`src/rtl/freq_meter.sv`:
```
// Gated frequency counter: counts rising edges of an asynchronous input over a
// fixed window of iCLK_50 cycles and publishes the count with a one-cycle strobe.
module freq_meter #(
  parameter int GATE_CYCLES = 50_000_000,
  parameter int CNT_W       = 27,
  parameter int GATE_W      = $clog2(GATE_CYCLES)
) (
  input  logic             iCLK_50,
  input  logic             iRST_n,
  input  logic             iSIG,
  input  logic             iEN,
  output logic [CNT_W-1:0] oCOUNT,
  output logic             oVALID,
  output logic             oOVF,
  output logic             oBUSY
);

  typedef enum logic {
    IDLE = 1'b0,
    GATE = 1'b1
  } state_t;

  localparam logic [CNT_W-1:0]  CNT_MAX   = '1;
  localparam logic [GATE_W-1:0] GATE_LAST = GATE_W'(GATE_CYCLES - 1);

  logic              sync1_reg;
  logic              sync2_reg;
  logic              hist_reg;
  logic              edge_pulse_reg;
  logic [1:0]        prime_reg;

  state_t            state_reg;
  logic [GATE_W-1:0] gate_cnt_reg;
  logic [CNT_W-1:0]  edge_cnt_reg;
  logic              sat_reg;
  logic [CNT_W-1:0]  count_reg;
  logic              valid_reg;
  logic              ovf_reg;
  logic              busy_reg;

  logic              sat_hit;
  logic              last_cycle;
  logic [CNT_W-1:0]  edge_cnt_next;

  // Synchronizer, history flop and registered edge pulse. The prime counter
  // suppresses the pulse until the synchronizer has flushed its reset zeros,
  // so an input already high at reset release never looks like a rising edge.
  always_ff @(posedge iCLK_50 or negedge iRST_n) begin
    if (!iRST_n) begin
      sync1_reg      <= 1'b0;
      sync2_reg      <= 1'b0;
      hist_reg       <= 1'b0;
      edge_pulse_reg <= 1'b0;
      prime_reg      <= 2'd0;
    end else begin
      sync1_reg      <= iSIG;
      sync2_reg      <= sync1_reg;
      hist_reg       <= sync2_reg;
      edge_pulse_reg <= sync2_reg & ~hist_reg & (prime_reg == 2'd3);
      if (prime_reg != 2'd3) begin
        prime_reg <= prime_reg + 2'd1;
      end
    end
  end

  always_comb begin
    sat_hit       = edge_pulse_reg & (edge_cnt_reg == CNT_MAX);
    last_cycle    = (gate_cnt_reg == GATE_LAST);
    edge_cnt_next = sat_hit ? edge_cnt_reg : edge_cnt_reg + CNT_W'(edge_pulse_reg);
  end

  // A pulse arriving in the final window cycle is folded into the published
  // count via edge_cnt_next, so it can never leak into the following window.
  always_ff @(posedge iCLK_50 or negedge iRST_n) begin
    if (!iRST_n) begin
      state_reg    <= IDLE;
      gate_cnt_reg <= '0;
      edge_cnt_reg <= '0;
      sat_reg      <= 1'b0;
      count_reg    <= '0;
      valid_reg    <= 1'b0;
      ovf_reg      <= 1'b0;
      busy_reg     <= 1'b0;
    end else begin
      valid_reg <= 1'b0;
      case (state_reg)
        IDLE: begin
          gate_cnt_reg <= '0;
          edge_cnt_reg <= '0;
          sat_reg      <= 1'b0;
          if (iEN) begin
            state_reg <= GATE;
            busy_reg  <= 1'b1;
          end else begin
            busy_reg  <= 1'b0;
          end
        end
        GATE: begin
          if (last_cycle) begin
            count_reg    <= edge_cnt_next;
            ovf_reg      <= sat_reg | sat_hit;
            valid_reg    <= 1'b1;
            gate_cnt_reg <= '0;
            edge_cnt_reg <= '0;
            sat_reg      <= 1'b0;
            if (iEN) begin
              state_reg <= GATE;
              busy_reg  <= 1'b1;
            end else begin
              state_reg <= IDLE;
              busy_reg  <= 1'b0;
            end
          end else if (!iEN) begin
            // Abort: window discarded, published results untouched.
            state_reg    <= IDLE;
            busy_reg     <= 1'b0;
            gate_cnt_reg <= '0;
            edge_cnt_reg <= '0;
            sat_reg      <= 1'b0;
          end else begin
            gate_cnt_reg <= gate_cnt_reg + GATE_W'(1);
            edge_cnt_reg <= edge_cnt_next;
            sat_reg      <= sat_reg | sat_hit;
          end
        end
        default: begin
          state_reg    <= IDLE;
          busy_reg     <= 1'b0;
          gate_cnt_reg <= '0;
          edge_cnt_reg <= '0;
          sat_reg      <= 1'b0;
        end
      endcase
    end
  end

  assign oCOUNT = count_reg;
  assign oVALID = valid_reg;
  assign oOVF   = ovf_reg;
  assign oBUSY  = busy_reg;

endmodule

```
`config.mk`:
```
export PLATFORM = sky130hd
export DESIGN_NAME = freq_meter
export DESIGN_NICKNAME = d
export VERILOG_FILES = /design/src/rtl/freq_meter.sv
export SDC_FILE = /design/constraint.sdc
export NUM_CORES = 1
export LEC_CHECK = 0
export BUFFER_PORTS_ARGS = -buffer_cell sky130_fd_sc_hd__clkbuf_2
export CAP_MARGIN = 20
export CORE_UTILIZATION = 45
export CTS_BUF_LIST = sky130_fd_sc_hd__clkbuf_4 sky130_fd_sc_hd__clkbuf_8
export DETAILED_ROUTE_END_ITERATION = 10
export GPL_TIMING_DRIVEN = 0
export SYNTH_ARGS = -nofsm -noshare
export SYNTH_HDL_FRONTEND = slang
export SYNTH_SLANG_ARGS = --single-unit
```
`constraint.sdc`:
```
create_clock -name iCLK_50 -period 2.2 [get_ports iCLK_50]
set_input_delay 0.22 -clock iCLK_50 [delete_from_list [all_inputs] [get_ports iCLK_50]]
set_output_delay 0.22 -clock iCLK_50 [all_outputs]
set_load 0.01 [all_outputs]
```
==> run summary, run 1 <==
The routed wirelength normalized by instance count works out to 16.1 um. The logs give 0.474 for the starting density of the core and 10,300 um^2 for the die area. Setup violations remaining at the end of the flow were counted as 6.

After floorplanning, the core was divided into 35 placement rows. TritonCTS built the clock tree. The highest achievable clock rate is 448 MHz, and the worst-case setup margin in the final layout is -34.0 ps.

The final reports fail on setup timing. The number of port buffers works out to 33. The cell sitting at the root of the clock tree is a sky130_fd_sc_hd__clkbuf_8. Data on the critical path is required at its endpoint by 2490 ps. Counting along the longest clock path gives a buffer depth of 2.

The run gives 4 as the length of the first detailed-routing pass in iterations. In this run the critical register-to-register path is launched from gate_cnt_reg[1]$_DFF_PN0_. The total routing resource utilization after global routing was 0.216. Synthesis instantiated 43 different standard cells from the library. In this run the worst path has a maximum fanout of 5. The placed instances occupy a cell area of 4820 um^2. For the final database, setup skew stands at 8.48 ps.

The initial antenna violation count was 0; the number of max-cap violations was 0. Fill cells in the final layout number 848. The power share of the clock group was 0.378. TritonCTS created 9 clock buffers. In the post-synthesis netlist, the biggest area contributors are sky130_fd_sc_hd__dfrtp_1, sky130_fd_sc_hd__nand2_1, sky130_fd_sc_hd__nor2_1. The wire length reported by the detailed router is 10.7 mm, and the slew at the pin closest to its max-slew limit is 675 ps.

The H-tree generated during clock tree synthesis spans 3 levels. The run gives 360 ps as the worst-skew pair later-pin latency. The path class of the tightest hold or removal check is primary input to register.

Summed over all failing endpoints, the final setup total negative slack is -74.1 ps. For the total number of yosys warnings, the log shows 0. Worst setup path startpoint: gate_cnt_reg[1]$_DFF_PN0_. The flow ran to the end, but the final reports show violations. The critical setup path kind is register to register.

The total standard cell area after synthesis was 4460 um^2. Setup repair after global routing could not meet its margin everywhere. After the flow finishes, the layout carries non-filler instances totaling 667.

The synthesized instance count came out at 465. In the synthesized netlist the dominant register cell turns out to be sky130_fd_sc_hd__dfrtp_1. The part of the Yosys area used for sequential elements came out at 0.511.

The critical path buffer and inverter count is 1. The top cell type by total area after synthesis was sky130_fd_sc_hd__dfrtp_1. The startpoint identified for the worst hold timing path is iEN. After detailed routing, the number of remaining DRC violations is 0.

The count of inserted antenna diode cells is 0. The signal on the critical path passes through ha_4 > nand2_4 > or4_4 > or2_4 > buf_8 > or4_4 > nand3_2. Complex-gate fraction of the synthesized area: 0.105.

Cell family with the largest share of critical-path delay: simple AND/OR/NAND/NOR gates. The logs give 0.546 for the headroom to the max-slew limit and 5400 um^2 for the post-route standard cell area excluding fillers. In the routed layout, each cell is associated on average with a via count of 5.67. Relative to the synthesized area, the layout overhead comes to 21.1%. The net count of the finished layout is 541.

The max-slew violation count is 0, and the data arrival at the endpoint of the critical path is 2530 ps. The die is 102 um tall. The global placement routability congestion was 0.919; the number of DRC markers after the initial detailed-route iteration was 208. Power spread over the standard cell area amounts to 528 nW/um^2. The minimum clock period works out to 2230 ps.

By area, the combinational part of the netlist is dominated by simple AND/OR/NAND/NOR gates. The startpoint type of the worst setup path was a register. The top-level port count was 34. The die is 102 um wide. The layout cell share with drive strength beyond 1 is 0.236, and the number of global-route vias before repair is 3,420. The period utilization is 1.02, and the area of the core is 9420 um^2.

The XOR/XNOR share of the synthesized area is 0.0648, and the total congestion overflow is 0. The adder-cell share of the synthesized area works out to 0.0112. For this block, the via count after detailed routing is 3,779. Summed over all nets, the switching power comes to 0.713 mW.

Synthesized netlist net count: 473. The slowest stage of the critical path belongs to the cell sky130_fd_sc_hd__or4_4. The sequential share of power was 0.592. Counting flops and latches in the post-synthesis netlist gives 91. Counting tap cells, the placed design contains a total of 629 instances.

The combinational share of power was 0.030; the per-instance average area after synthesis was 9.59 um^2. Hold violation total from the final report: 0. The wire length of the first global-routing pass is 17.1 mm, and the CTS clock-pin slew for the worst setup and hold paths is 90 ps. STA classifies the critical path endpoint as a register.

In this run the static leakage power is 2.32 nW. The peak supply drop is 0.326 mV. The async set-reset flop share out of synthesis was 1.00; the number of sinks driven by the clock tree was 91. Total internal power: 2.14 mW. The largest stage delay on the critical path came out at 560 ps.

The number of enable-type register cells in the synthesized netlist was 0; the fraction of power spent switching nets was 0.250. The half-perimeter wire length after detailed placement is 7.12 mm, and the fraction of post-synthesis cell area in the top cell type by area is 0.511. The most frequent cell on the critical path was sky130_fd_sc_hd__or4_4. In this run the remaining antenna-violating nets after routing total 0. The simple-gate area share of the yosys netlist is 0.279. The run gives 66 as the largest net degree at the start of global routing. Mux contribution to synthesized area: 0.00253.
layout make-up:
class / count / area (um^2) / share of cell area
plain buffers: 17 / 119 / 0.0220
clock buffers: 9 / 124 / 0.0229
clock inverters: 7 / 58.8 / 0.0109
inverters: 6 / 22.5 / 0.00417
multi-input cells: 349 / 2210 / 0.409
flip-flops and latches: 91 / 2290 / 0.424
well taps: 129 / 161 / 0.0299
repair buffers: 59 / 418 / 0.0774
per-stage QoR:
step	power [mW]	setup slack, ps	utilization	hold WS, ps
final	2.85	-34.0	0.573	38.4
after global routing	2.96	-88.5	0.573	35.7
after CTS	2.89	2.40	0.547	25.3
after detailed placement	1.79	-555	0.512	206
after global placement	1.79	-560	0.509	330
after floorplan	1.74	1.90	-	-75.6
path summary, 6_finish.rpt:
path | end | slack, ps | cells past startpoint
max | oCOUNT[15]$_DFFE_PN0P_ | -30 | 7
min | state_reg$_DFF_PN0_ | 40 | 1
max reg2reg | oCOUNT[15]$_DFFE_PN0P_ | -30 | 7
min reg2reg | sync2_reg$_DFF_PN0_ | 360 | 0
max in group asynchronous | gate_cnt_reg[4]$_DFF_PN0_ | 1170 | 3
min in group asynchronous | oCOUNT[8]$_DFFE_PN0P_ | 350 | 2
worst reg2reg max path: cells and delay by family, from the launching register on:
kind / cells / cell delay (ps)
DFF: 1 / 400
and+or+nand+nor: 5 / 1450
buffers and inverters: 1 / 150
adders and majority gates: 1 / 170
repair_timing:
action                                  in CTS  in global routing
pin swaps                                    6                 17
endpoints found under the setup margin      81                 31
endpoints found under the hold margin       27                  0
cloned                                       0                  2
resized for setup                           24                 43
hold buffers                                 2                  0
buffers inserted                            10                  9
cell families (layout without fill, tap and decap cells):
group,after synthesis,count (layout)
AO/OA/AOI/OAI,77,77
adder cells (fa/ha/maj),4,4
flip-flops,91,91
multiplexers,1,1
AND/OR/NAND/NOR,234,234
buffers and inverters,25,98
XOR/XNOR,33,33
power by group through the flow:
stage	Sequential (mW)	Clock [mW]	Combinational [mW]
final	1.69	1.08	0.0852
after global routing	1.69	1.18	0.0990
after CTS	1.69	1.12	0.0835
after detailed placement	1.72	0	0.0761
after global placement	1.72	0	0.0689
after floorplan	1.72	0	0.0203
routing by layer:
metal  share of wire  track usage  routed length (um)
met4           0.023       0.0925                 244
met5               0            0                   0
met2            0.49        0.349                5270
met1            0.46        0.293                4920
met3           0.029       0.0283                 307
Yosys cell counts (2+ instances only):
master / number
sky130_fd_sc_hd__or3_1: 18
sky130_fd_sc_hd__clkbuf_1: 14
sky130_fd_sc_hd__nand2_1: 51
sky130_fd_sc_hd__xnor2_1: 12
sky130_fd_sc_hd__ha_1: 4
sky130_fd_sc_hd__buf_2: 2
sky130_fd_sc_hd__or4_1: 18
sky130_fd_sc_hd__nor2_1: 50
sky130_fd_sc_hd__buf_6: 3
sky130_fd_sc_hd__dfrtp_1: 91
sky130_fd_sc_hd__o211ai_1: 18
sky130_fd_sc_hd__nor3_1: 6
sky130_fd_sc_hd__nor4_1: 7
sky130_fd_sc_hd__o21ai_1: 3
sky130_fd_sc_hd__and4_1: 5
sky130_fd_sc_hd__or4_4: 2
sky130_fd_sc_hd__inv_1: 6
sky130_fd_sc_hd__nand4_1: 22
sky130_fd_sc_hd__nand3_1: 33
sky130_fd_sc_hd__nand3_2: 2
sky130_fd_sc_hd__o21ai_0: 27
sky130_fd_sc_hd__a21oi_1: 19
sky130_fd_sc_hd__and3_1: 6
sky130_fd_sc_hd__and2_1: 6
sky130_fd_sc_hd__o2111ai_1: 2
sky130_fd_sc_hd__xor2_1: 21
layout by cell type, fill, tap and decap left out, types with 4 or more instances in the layout:
| cell type | count |
|---|---|
| sky130_fd_sc_hd__a21oi_1 | 19 |
| sky130_fd_sc_hd__and2_1 | 6 |
| sky130_fd_sc_hd__and3_1 | 6 |
| sky130_fd_sc_hd__and4_1 | 5 |
| sky130_fd_sc_hd__buf_2 | 7 |
| sky130_fd_sc_hd__buf_4 | 20 |
| sky130_fd_sc_hd__clkbuf_2 | 32 |
| sky130_fd_sc_hd__clkbuf_4 | 7 |
| sky130_fd_sc_hd__clkbuf_8 | 9 |
| sky130_fd_sc_hd__dfrtp_1 | 83 |
| sky130_fd_sc_hd__dfrtp_2 | 8 |
| sky130_fd_sc_hd__inv_1 | 5 |
| sky130_fd_sc_hd__nand2_1 | 50 |
| sky130_fd_sc_hd__nand3_1 | 25 |
| sky130_fd_sc_hd__nand3_2 | 8 |
| sky130_fd_sc_hd__nand4_1 | 22 |
| sky130_fd_sc_hd__nor2_1 | 49 |
| sky130_fd_sc_hd__nor3_1 | 5 |
| sky130_fd_sc_hd__nor4_1 | 6 |
| sky130_fd_sc_hd__o211ai_1 | 18 |
| sky130_fd_sc_hd__o21ai_0 | 26 |
| sky130_fd_sc_hd__o21ai_1 | 4 |
| sky130_fd_sc_hd__or3_1 | 18 |
| sky130_fd_sc_hd__or4_1 | 11 |
| sky130_fd_sc_hd__or4_4 | 9 |
| sky130_fd_sc_hd__xnor2_1 | 12 |
| sky130_fd_sc_hd__xor2_1 | 21 |
Power figures use the tool's default switching activity.
==> run 2, diff against run 1 <==
--- a/config.mk
+++ b/config.mk
@@ -14,3 +14,4 @@
 export SYNTH_ARGS = -nofsm -noshare
 export SYNTH_HDL_FRONTEND = slang
 export SYNTH_SLANG_ARGS = --single-unit
+export TNS_END_PERCENT = 10
==> run 2 against run 1 <==
Compared with the run above:
- the run still ends with setup timing left
- largest cell class unchanged
- worst setup slack better by 32 ps
- global-route usage down 0.55 points
- die area unchanged
- cell count decreased by 0.75%
- core utilization shrank 1.6 points
- clock power about the same
==> run summary, run 2 (synthesis gave the netlist of run 1 again) <==
The run finished, with violations left. The final reports fail on setup timing. Number of global-route vias before repair: 3,404.

The logs give -555 ps for the post-placement worst setup slack and 34 for the top-level port count. The starting density of the core is 0.474. The cell family with the largest share of critical-path delay is simple AND/OR/NAND/NOR gates.

The highest achievable clock rate was 454 MHz. Most frequent cell on the critical path: sky130_fd_sc_hd__or4_4. TritonCTS built the clock tree. The die is 102 um wide. The worst hold path belongs to the class primary input to register. The wire length of the first global-routing pass came out at 16.8 mm. The source of the worst hold timing path is iEN. In this run the number of H-tree levels came out at 3. Clock-pin slew was measured on the worst setup and hold paths at 100 ps. The layout cell share with drive strength beyond 1 is 0.212. The tools report the worst setup path startpoint as edge_cnt_reg[9]$_DFF_PN0_.

Between clock sinks in the finished design, the worst skew comes to 8.49 ps. The area growth from synthesis to layout is 17.8%. 0 antenna diodes ended up in the layout. Once detailed placement completed, the half-perimeter wirelength came to 7.12 mm. For the total routing resource utilization after global routing, the log shows 0.210. The tools report the total congestion overflow as 0. Setup repair after global routing could not meet its margin everywhere.

In this run the static leakage power is 2.20 nW. The die covers 10,300 um^2. The worst path in the final design needs a cycle of 2200 ps, including I/O delays and setup.

The slowest stage of the critical path is the sky130_fd_sc_hd__or4_4 cell. The critical setup path kind is register to register. The run gives -1.70 ps as the worst-case setup margin in the final layout. Power spread over the standard cell area amounts to 542 nW/um^2. The count of final setup violators came out at 1. The tools report the peak supply drop as 0.327 mV. The floorplan has 35 rows. The largest single stage delay on the critical path is 570 ps.

In the layout the commonest cells are sky130_fd_sc_hd__dfrtp_1, sky130_fd_sc_hd__nand2_1, sky130_fd_sc_hd__nor2_1. At the end of routability-driven placement, the weighted congestion stood at 0.919. The logs give 0 for the post-detailed-route DRC marker count and 0 for the count of nets left with antenna violations after detail routing.

For this block, the via count after detailed routing is 3,706. The slew at the pin closest to its max-slew limit is 646 ps, and the routed wirelength normalized by instance count is 15.7 um. STA puts the critical path data required time at 2500 ps. In this run the worst path has a maximum fanout of 8. The hold violation total from the final report came out at 0.

Summing all placed instances gives a cell area of 4820 um^2. The run gives -1.70 ps as the final setup TNS. STA classifies the critical path startpoint as a register. The utilization of the core after routing was 0.558. Maximum buffer depth of the clock tree: 2. The finished layout holds 662 standard cells, fillers aside.

Wires add up to 10.4 mm. The max-slew violation count was 0; the critical path buffer and inverter count was 2. In this run the tool buffered the top-level ports with 33 buffer cells.

The detailed-route vias per instance was 5.60. The area of the core is 9420 um^2. The placed instance count came out at 629.

For the number of max-cap violations, the log shows 0. CTS placed an instance of sky130_fd_sc_hd__clkbuf_8 at the clock tree root. Buffers inserted during clock tree synthesis total 9. The period utilization was 1.00; the data arrival at the endpoint of the critical path was 2500 ps. The library cell used most frequently in the layout, excluding fill and tap cells, is sky130_fd_sc_hd__dfrtp_1. The headroom to the max-slew limit came out at 0.566.

From bottom edge to top edge, the die measures 102 um. The initial antenna violation count was 0. After the last flow step, the layout net total stands at 536. The largest net degree at the start of global routing came out at 66. The tools report the number of DRC markers after the initial detailed-route iteration as 158.

The run gives 5250 um^2 as the post-route standard cell area excluding fillers. The start of the worst register-to-register path is edge_cnt_reg[9]$_DFF_PN0_. The number of sinks driven by the clock tree came out at 91. The tools report the length of the first detailed-routing pass in iterations as 4.

The signal on the critical path passes through inv_1 > or4_4 > or2_0 > buf_2 > or4_4 > a21oi_2. The tools report the worst-skew pair later-pin latency as 360 ps. The worst setup path is captured at a register.
run 2: final cells by class:
class | instances | area [um^2]
Tap cell | 129 | 161
Sequential cell | 91 | 2290
Clock buffer | 9 | 124
Fill cell | 868 | 4160
Inverter | 6 | 22.5
Buffer | 17 | 98.8
Timing Repair Buffer | 54 | 345
Clock inverter | 7 | 58.8
Multi-Input combinational cell | 349 | 2150
run 2: worst paths after layout:
kind	slack, ps	cells past startpoint	to
max	-2	6	edge_cnt_reg[23]$_DFF_PN0_
min	40	1	state_reg$_DFF_PN0_
max reg2reg	-2	6	edge_cnt_reg[23]$_DFF_PN0_
min reg2reg	360	0	sync2_reg$_DFF_PN0_
max in group asynchronous	1180	3	edge_cnt_reg[2]$_DFF_PN0_
min in group asynchronous	350	2	oCOUNT[8]$_DFFE_PN0P_
run 2: metrics by stage:
stage	power (mW)	hold slack, ps
2_1_floorplan	1.74	-75.6
3_3_place_gp	1.79	330
3_5_place_dp	1.79	206
4_1_cts	2.89	4.88
5_1_grt	2.95	35.7
6_report	2.85	40.8
run 2: repair_timing:
item,in CTS,in global routing
resized for setup,27,14
hold endpoints to repair,27,0
buffers inserted,3,13
pin swaps,6,4
setup endpoints to repair,81,78
hold buffers,2,0
run 2: where the power goes:
part	internal, mW	total [mW]	switching, mW	leakage (nW)
clock network	0.431	1.08	0.650	0.0925
registers	1.68	1.69	0.00630	1.23
logic	0.0208	0.0802	0.0594	0.874
run 2: metal layers:
metal  vias up  global-route usage  share of wire
li1       1814                   -              -
met1      1787               0.282           0.46
met2        89               0.341           0.49
met3        16              0.0283          0.038
met4         0              0.0936          0.015
met5         -                   0              0
==> run 3, diff against run 2 <==
--- a/config.mk
+++ b/config.mk
@@ -11,6 +11,7 @@
 export CTS_BUF_LIST = sky130_fd_sc_hd__clkbuf_4 sky130_fd_sc_hd__clkbuf_8
 export DETAILED_ROUTE_END_ITERATION = 10
 export GPL_TIMING_DRIVEN = 0
+export PLACE_DENSITY = 0.75
 export SYNTH_ARGS = -nofsm -noshare
 export SYNTH_HDL_FRONTEND = slang
 export SYNTH_SLANG_ARGS = --single-unit
==> run 3 against run 2 <==
Compared with the run above:
- the flow now finishes without violations
- global-route usage up 1.2 points
- fmax rose by 0.21%
- critical endpoint is now oCOUNT[5]$_DFFE_PN0P_
- clock power is 20% higher
- die area unchanged
- worst setup slack improved by 4.6 ps
- core utilization rose by 1.7 points
- worst hold slack gained 15 ps
==> run summary, run 3 (synthesis gave the netlist of run 1 again) <==
The count of inserted antenna diode cells came out at 0. At the later pin of the worst-skew pair, clock insertion delay measures 360 ps. For this design the ratio of total power to cell area is 566 nW/um^2. The count of nets left with antenna violations once routing finished came out at 0. The half-perimeter wire length after detailed placement came out at 7.22 mm. TritonCTS created 9 clock buffers. The logs give 0.550 for the sequential share of power and 10,300 um^2 for the die area. The minimum hold slack was 55.9 ps. The number of cells on the worst reg-to-reg path is 7.

The tools report the startpoint type of the worst setup path as a register. IR analysis of the VDD net gives a maximum drop of 0.499 mV. TritonCTS built the clock tree.

The logs give 5 for the length of the first detailed-routing pass in iterations and 3.07 mW for the power consumption. The type of the tightest min-delay check is primary input to register. The leakage power summed over all cells was 2.28 nW. The internal portion of the total power is 2.38 mW. The highest achievable clock rate came out at 455 MHz.

Setup repair after global routing could not meet its margin everywhere. Measured along the x axis, the die boundary spans 102 um. The total routing resource utilization after global routing is 0.222.

The net count of the finished layout is 541, and the worst clock skew on the final layout is 9.58 ps. The critical path required time was 2490 ps; the detailed-route vias per instance was 5.79. Top-level port count: 34. The run gives 0.423 as the power share of the clock group. The initial antenna violation count was 0. The max-slew violation count was 0. Compared with the post-synthesis result, the final layout area differs by 21.5%.

The number of max-cap violations is 0, and the minimum clock period is 2200 ps. Summing all flip-flop and latch instances after layout gives 2290 um^2. The cell row count was 35. The logs give 17.7 mm for the wire length of the first global-routing pass and 0 for the count of final setup violators. In the routed design, unresolved DRC markers number 0. The vertical extent of the die was 102 um; the number of fill cells in the layout was 814.

The start of the worst register-to-register path was gate_cnt_reg[1]$_DFF_PN0_. The fraction of power spent switching nets was 0.224; the vias after detailed routing was 3,865. The first routing iteration left 131 violations. Entering global routing, the biggest net connects 66 pins.

The most common library cell in the layout ignoring fill and taps was sky130_fd_sc_hd__dfrtp_1. The starting density of the core came out at 0.474. For this design the total switching power over the nets is 0.687 mW. The CTS clock-pin slew for the worst setup and hold paths was 90 ps.

The area after detailed placement was 4820 um^2. The multi-input gate area in the final layout was 2190 um^2. In this run the most critical hold path is launched from iEN. After detailed routing, the average wire length per cell comes to 16.4 um.

The number of sinks driven by the clock tree is 91. The total overflow left after global routing is 0. The slew at the pin closest to its max-slew limit was 753 ps.

For the hold violation total from the final report, the log shows 0. The core region is 9420 um^2. The element type at the critical path end was a register.

The period utilization works out to 0.999. The utilization of the core after routing came out at 0.575. The H-tree was split into 3 levels.

The tools report the cell at the root of the clock tree as sky130_fd_sc_hd__clkbuf_8. The highest net fanout along the worst path was 5; the global placement routability congestion was 0.928. The post-route standard cell area excluding fillers was 5420 um^2; the layout cell share with drive strength beyond 1 was 0.240.

In this run the deepest clock path goes through 2 buffers. The wire length reported by the detailed router was 10.9 mm. The run gives 3,639 as the number of global-route vias before repair. The critical setup path kind is register to register. The run finished with clean final reports.

The number of port buffers was 33. Worst setup path startpoint: gate_cnt_reg[1]$_DFF_PN0_. The number of stages on the worst hold path is 1, and the data arrival at the endpoint of the critical path is 2490 ps. The library cells used most frequently in the layout, excluding fill and tap cells, are sky130_fd_sc_hd__dfrtp_1, sky130_fd_sc_hd__nand2_1, sky130_fd_sc_hd__nor2_1.

The combinational share of power is 0.027. Headroom to the max-slew limit: 0.494.
## run 3: changes by cell type in the layout (fill, tap and decap cells not counted), sizes merged
cell and delta:
clkinv -2, buf +10, bufinv +2, inv -2
clkbuf -3
## run 3: timing repair
item,4_1_cts,5_1_grt
setup endpoints to repair,81,81
hold buffers,2,0
endpoints found under the hold margin,27,0
gates cloned,2,0
pin swaps,10,14
gates resized for setup,33,34
buffers inserted,10,12
## run 3: per-stage QoR
step           worst slack, ps  std cells  TNS [ps]
3_5_place_dp              -529        628    -22150
5_1_grt                  -64.1        667      -982
6_report                  2.85        667         0
2_1_floorplan             1.90        465         0
3_3_place_gp              -429        627    -26470
4_1_cts                  -11.2        655     -11.2
## run 3: routing by layer
metal,global-route usage,part of all wire,vias to the layer above
li1,-,-,1827
met2,0.381,0.51,94
met5,0,0,-
met1,0.283,0.43,1922
met3,0.0483,0.049,22
met4,0.0624,0.019,0
## run 3: power groups by stage
stage	Clock [mW]	Sequential, mW	Combinational (mW)
CTS	1.31	1.69	0.0836
global placement	0	1.72	0.0662
detailed placement	0	1.72	0.0757
finish	1.30	1.69	0.0836
global route	1.38	1.69	0.0954
floorplan	0	1.72	0.0203
## run 3: cell type report
type | count | share of cell area
Sequential cell | 91 | 0.423
Multi-Input combinational cell | 349 | 0.405
Timing Repair Buffer | 60 | 0.0767
Tap cell | 129 | 0.0298
Clock buffer | 11 | 0.0256
Buffer | 16 | 0.0196
Clock inverter | 5 | 0.0157
Inverter | 6 | 0.00416
## run 3: worst max-delay path, cell delays in order, from the launching register on
cell,delay [ps]
sky130_fd_sc_hd__dfrtp_1,410
sky130_fd_sc_hd__ha_4,170
sky130_fd_sc_hd__nand2_4,60
sky130_fd_sc_hd__or4_4,540
sky130_fd_sc_hd__or2_4,310
sky130_fd_sc_hd__buf_6,140
sky130_fd_sc_hd__or4_1,400
sky130_fd_sc_hd__nand3_1,90
## run 3: path summary, 6_finish.rpt
kind | end | slack (ps)
max | oCOUNT[5]$_DFFE_PN0P_ | 3
min | state_reg$_DFF_PN0_ | 60
max reg2reg | oCOUNT[5]$_DFFE_PN0P_ | 3
min reg2reg | sync2_reg$_DFF_PN0_ | 370
max in group asynchronous | gate_cnt_reg[3]$_DFF_PN0_ | 1170
min in group asynchronous | edge_cnt_reg[9]$_DFF_PN0_ | 360
